--- src/rtl/instr_fetch.sv ---
// instr_fetch: instruction fetch unit sitting between the synchronous
// instruction memory and the decoder. Owns the program counter, issues
// one-word reads, and buffers returned words (with their addresses) in a
// small prefetch FIFO so the decoder can consume one instruction per cycle.
// A redirect reloads the PC and discards everything fetched or in flight.
module instr_fetch #(
    parameter int ADDR_W = 6,
    parameter int DEPTH  = 4
) (
    input  logic              clk,
    input  logic              reset,
    input  logic              fetch_en,
    input  logic              redirect,
    input  logic [ADDR_W-1:0] redirect_pc,
    output logic              mem_rd_en,
    output logic [ADDR_W-1:0] mem_addr,
    input  logic [31:0]       mem_rdata,
    output logic [31:0]       instr,
    output logic [ADDR_W-1:0] instr_pc,
    output logic              instr_valid,
    input  logic              next_instr
);

    localparam int PTR_W = (DEPTH > 1) ? $clog2(DEPTH) : 1;
    localparam int CNT_W = $clog2(DEPTH + 1);
    localparam int OCC_W = CNT_W + 1;
    localparam logic [CNT_W-1:0] FULL_COUNT = CNT_W'(DEPTH);
    localparam logic [OCC_W-1:0] OCC_LIMIT  = OCC_W'(DEPTH);

    logic [ADDR_W-1:0] pc;
    logic [31:0]       fifo_data [DEPTH];
    logic [ADDR_W-1:0] fifo_pc   [DEPTH];
    logic [PTR_W-1:0]  rd_ptr;
    logic [PTR_W-1:0]  wr_ptr;
    logic [CNT_W-1:0]  count;
    logic              inflight;
    logic [ADDR_W-1:0] inflight_addr;
    logic              kill;

    logic              push;
    logic              pop;
    logic              issue;
    logic [OCC_W-1:0]  occupancy;

    // Decide this cycle's push, pop and whether a new read is safe to issue.
    // The occupancy sum is deliberately conservative so a returning word
    // always has a free slot; a pop implies count >= 1, so no underflow.
    always_comb begin
        push      = inflight && !kill && !redirect;
        pop       = (count != '0) && next_instr && !redirect;
        occupancy = OCC_W'(count) + OCC_W'(inflight) + OCC_W'(push) - OCC_W'(pop);
        issue     = fetch_en && !redirect && !reset && (occupancy < OCC_LIMIT);
    end

    // Drive the memory request and present the FIFO head to the decoder.
    always_comb begin
        mem_rd_en   = issue;
        mem_addr    = pc;
        instr_valid = (count != '0);
        instr       = fifo_data[rd_ptr];
        instr_pc    = fifo_pc[rd_ptr];
    end

    // PC, in-flight tracking, kill flag, FIFO pointers and occupancy count.
    always_ff @(posedge clk) begin
        if (reset) begin
            pc            <= '0;
            inflight      <= 1'b0;
            inflight_addr <= '0;
            kill          <= 1'b0;
            count         <= '0;
            rd_ptr        <= '0;
            wr_ptr        <= '0;
        end else begin
            kill     <= redirect;
            inflight <= issue;
            if (issue) begin
                inflight_addr <= pc;
            end
            if (redirect) begin
                pc     <= redirect_pc;
                count  <= '0;
                rd_ptr <= '0;
                wr_ptr <= '0;
            end else begin
                if (issue) begin
                    pc <= pc + ADDR_W'(1);
                end
                if (push) begin
                    wr_ptr <= wr_ptr + PTR_W'(1);
                end
                if (pop) begin
                    rd_ptr <= rd_ptr + PTR_W'(1);
                end
                count <= count + CNT_W'(push) - CNT_W'(pop);
            end
        end
    end

    // FIFO storage: returned word and its address land at the write pointer.
    always_ff @(posedge clk) begin
        if (reset) begin
            for (int i = 0; i < DEPTH; i++) begin
                fifo_data[i] <= '0;
                fifo_pc[i]   <= '0;
            end
        end else if (push) begin
            fifo_data[wr_ptr] <= mem_rdata;
            fifo_pc[wr_ptr]   <= inflight_addr;
        end
    end

    // The issue rule must make overflow impossible; flag it if it ever happens.
    always_ff @(posedge clk) begin
        if (!reset) begin
            assert (count <= FULL_COUNT);
        end
    end

endmodule

--- config.mk ---
export PLATFORM = sky130hd
export DESIGN_NAME = instr_fetch
export DESIGN_NICKNAME = d
export VERILOG_FILES = /design/src/rtl/instr_fetch.sv
export SDC_FILE = /design/constraint.sdc
export NUM_CORES = 1
export LEC_CHECK = 0
export CAP_MARGIN = 20
export CORE_UTILIZATION = 30
export CTS_BUF_LIST = sky130_fd_sc_hd__clkbuf_8 sky130_fd_sc_hd__clkbuf_16
export CTS_CLUSTER_DIAMETER = 150
export CTS_CLUSTER_SIZE = 30
export DETAILED_ROUTE_END_ITERATION = 8
export GPL_TIMING_DRIVEN = 0
export SYNTH_ARGS = -nofsm -noshare
export SYNTH_HDL_FRONTEND = slang
export SYNTH_SLANG_ARGS = --single-unit
--- constraint.sdc ---
create_clock -name clk -period 5.6 [get_ports clk]
set_clock_uncertainty 0.05 [all_clocks]
set_input_delay 1.12 -clock clk [delete_from_list [all_inputs] [get_ports clk]]
set_output_delay 1.12 -clock clk [all_outputs]
set_load 0.02 [all_outputs]
==> results.md <==
- The post-route worst hold slack is 0.488 ns.
- The cell area that synthesis handed to floorplanning was roughly 7600 um^2.
- The count of unique library cells instantiated by Yosys is between 40 and 50.
- The first detailed-routing pass ran for 4 iterations.
- Row generation in the floorplan step produced 57 rows.
- The biggest fanout along the worst timing path is 9.
- By area the synthesized netlist is led by sky130_fd_sc_hd__edfxtp_1 (60%), sky130_fd_sc_hd__mux4_2 (11%), sky130_fd_sc_hd__and2_1 (9.9%).
- The worst hold path was traced through 2 stages.
- Setup repair after global routing left no endpoint under its margin.
- Routability-driven placement finished with a final weighted congestion of 0.783.
- The placeable core region is 24500 um^2.
- The proportion of netlist area held by the largest area contributor is 0.603.
- The sequential cells in the finished layout cover a total of between 5000 and 6000 um^2.
- Summed over all cells, the static leakage comes to 3.45 nW.
- The yosys synthesis warning count is 0.
- The start-to-end type of the worst setup path is in -> out.
- The upper clock frequency limit is between 150 and 200 MHz.
- The number of antenna violations at the first check in global routing is 0.
- The kind of path behind the tightest hold check is reg -> reg.
- The synthesized design spends more area on one cell type than any other, namely sky130_fd_sc_hd__edfxtp_1.
- The data arrival time of the critical path is 4.11 ns.
- The net count of the mapped netlist is ~550.
- Across all setup checks in the final design, the least slack found is around 0.32 ns.
- The maximum vdd ir drop is 176 uV.
- Ranked by instance count, the synthesized netlist is headed by sky130_fd_sc_hd__edfxtp_1 (152), sky130_fd_sc_hd__and2_1 (120), sky130_fd_sc_hd__nor2_1 (47).
- The most used flip-flop cell after synthesis is sky130_fd_sc_hd__edfxtp_1.
- The count of buffers added on input and output ports is between 80 and 90.
- The worst setup path is launched from a primary input.
- In this run the worst setup path terminates at mem_rd_en.
- The tree is rooted in a sky130_fd_sc_hd__clkbuf_16.
- The clock slew at the register clock pins of the worst setup and hold paths is ~0.060 ns.
- The count of pins over their slew limit was 0.
- The launch point of the critical path is redirect.
- For this configuration, the core starts out at a cell density of 0.309.
- In this run the critical register-to-register path is captured at mem_addr[4].
- The number of global-route vias before repair is approximately 4600.
- The net count reported at finish is about 660.
- In this run the count of I/O pins placed on the die edge is 89.
- The library cell with the highest instance count after synthesis is sky130_fd_sc_hd__edfxtp_1.
- The endpoint class of the critical path is an output pin.
- The floorplan step defined a die boundary enclosing about 26000 um^2.
- In this run the tightest slew margin relative to its limit is 0.266.
- The global-route usage over all layers is 0.133.
- The number of sinks handled by clock tree synthesis is ~180.
- The synthesized instance count is 501.
- The maximum buffer depth of the clock tree is 2.
- Counting cells, the worst reg-to-reg path comes to 10.
- The H-tree was split into 4 levels.
- The total DRC errors in the routed layout is 0.
- The number of inserted filler cells in the final layout is between 2000 and 2500.
- The routed via count is 4306.
- The count of antenna-violating nets left after detailed routing is 0.
- The count of max-cap constraint violations is 0.
- TritonCTS created 17 clock buffers.
- The placed instance area is just under 9000 um^2.
- For this design, the CTS-stage hold fixing added 0 buffers.
- Once the clock tree was built, the resizer swapped 0 gates to a different size.
- The transition time of the tightest slew-check pin is ~1.1 ns.
- The number of failing hold endpoints at the final stage is 0.
- In the final layout, the share of cells above drive strength 1 is 0.143.
- The first routing iteration left roughly 260 violations.
- The multi-input combinational cells in the finished layout cover a total of 2360 um^2.
- The post-place setup slack is -0.0125 ns.
- The finished cells cover between 9000 and 10000 um^2.
- In the final timing run, aggregate negative setup slack is 0 ns.
- The time the final worst path needs with I/O delays and setup is about 5.3 ns.
- TritonCTS built the clock tree.
- Summed over all layers, the routed wires come to between 15 and 20 mm.
- The die is roughly 160 um wide.
- The post-synthesis sequential area ratio is 0.663.
- The utilization of the core after routing is 0.386.
- The diode insertion count for antenna repair is 0.
- After legalization and detailed placement, the total HPWL measured about 11 mm.
- Of the available clock period, the critical path in the final layout requires 0.942.
- Setup violations remaining at the end of the flow were counted as 0.
- The average vias per placed instance is 4.54.
- The total power divided by cell area is ~290 nW/um^2.
- The signed area change from the synthesized netlist to the final layout is 25.0%.
- The die outline height is about 160 um.
- The reg-to-reg setup timing slack is about 2.6 ns.
- The share of synthesized registers carrying an async set or reset is 0.
- The wire length of the first global-routing pass is about 25 mm.
- The largest net degree at the start of global routing is 39.
- For the worst-skew pair, the clock arrives at the later sink with an insertion delay of between 0.4 and 0.5 ns.
- In this run, synthesis inferred between 150 and 200 flip-flops with an integrated enable.
- A synthesized cell averages 15.1 um^2.
- After detailed routing, the average wire length per cell comes to ~17 um.
- The startpoint identified for the worst register-to-register timing path is count[2].
- After synthesis the netlist holds a flip-flop and latch count of around 180.
- The flow ran to the end, and the final reports show no timing, DRC or antenna violations.
- For the worst setup path, the data required time is approximately 4.4 ns.
- Summed over all layers, the global routing overflow is 0.
where the power goes:
group          total (mW)  switching (mW)  internal, mW  leakage [nW]
Sequential           1.48          0.0167          1.46          1.76
Combinational       0.175          0.0900        0.0853          1.43
Clock                1.10           0.490         0.609         0.270
Total                2.75           0.596          2.15          3.45
cells by family (layout without fill, tap and decap cells):
family / Yosys count / count (layout) / synth area share
fa+ha+maj: 8 / 8 / 0.0142
xor+xnor: 6 / 6 / 0.00694
buf+inv: 47 / 170 / 0.0246
compound gates: 15 / 15 / 0.0172
mux: 45 / 45 / 0.122
flops: 175 / 175 / 0.663
simple gates: 205 / 205 / 0.151
routing by layer:
metal	GRT usage	routed length [um]
met3	0.0333	805
met4	0.0433	245
met1	0.162	7030
met2	0.229	8310
met5	0	0
metrics by stage:
stage               total power, mW  instances
CTS                            2.77        946
floorplan                      1.58        501
detailed placement             1.68        913
global placement               1.67        912
global route                   2.84        948
finish                         2.75        948
worst min-delay path by stage:
stage,end,slack [ns],start
floorplan,flip-flop,0.43,rd_ptr[1]
finish,flip-flop,0.49,rd_ptr[0]
CTS,flip-flop,0.49,rd_ptr[0]
global placement,rd_ptr[1],0.47,rd_ptr[1]
global route,rd_ptr[1],0.54,rd_ptr[1]
detailed placement,flip-flop,0.48,rd_ptr[0]
repair_timing:
| item | CTS | global route |
|---|---|---|
| hold endpoints to repair | 0 | 0 |
| setup endpoints to repair | 1 | 0 |
| buffers inserted | 1 | 0 |
final cells by class:
class	count	share of cell area
Clock buffer	17	0.0449
Buffer	27	0.0118
Timing Repair Buffer	91	0.0999
Sequential cell	175	0.531
Clock inverter	15	0.0127
Multi-Input combinational cell	279	0.250
Inverter	20	0.00793
Tap cell	324	0.0428
placed cells by master (no fill, tap or decap), drive strengths merged, types with 2 or more instances in the layout:
cell | netlist | final
ha | 7 | 7
or3 | 3 | 3
clkbuf | 18 | 35
or2 | 6 | 6
nor4bb | 2 | 2
clkinvlp | 0 | 2
nand3b | 3 | 3
clkinv | 1 | 9
mux2i | 7 | 7
nor3 | 2 | 2
and2 | 120 | 120
buf | 9 | 13
o31ai | 2 | 2
mux4 | 38 | 38
xor2 | 5 | 5
inv | 19 | 23
and3 | 3 | 3
edfxtp | 152 | 152
nor2 | 47 | 47
nand2 | 12 | 12
nand3 | 3 | 3
a211oi | 2 | 2
dfxtp | 23 | 23
nand2b | 3 | 3
a21oi | 3 | 3
clkdlybuf4s50 | 0 | 87
state kept, by name, indices dropped and copies added (netlist names), named ones only:
name	cells
fifo_data	128
fifo_pc	24
inflight_addr	6
mem_addr	6
count	3
rd_ptr	2
wr_ptr	2
inflight	1
kill	1
critical path, stage by stage:
cell	delay, ns
sky130_fd_sc_hd__clkdlybuf4s50_1	0.60
sky130_fd_sc_hd__clkinv_1	0.28
sky130_fd_sc_hd__and3_1	0.29
sky130_fd_sc_hd__ha_1	0.30
sky130_fd_sc_hd__inv_1	0.04
sky130_fd_sc_hd__ha_1	0.26
sky130_fd_sc_hd__nand3_1	0.11
sky130_fd_sc_hd__and3_2	0.24
sky130_fd_sc_hd__o31ai_4	0.27
sky130_fd_sc_hd__inv_1	0.07
sky130_fd_sc_hd__clkdlybuf4s50_1	0.54
(Power assumes the default switching activity.)
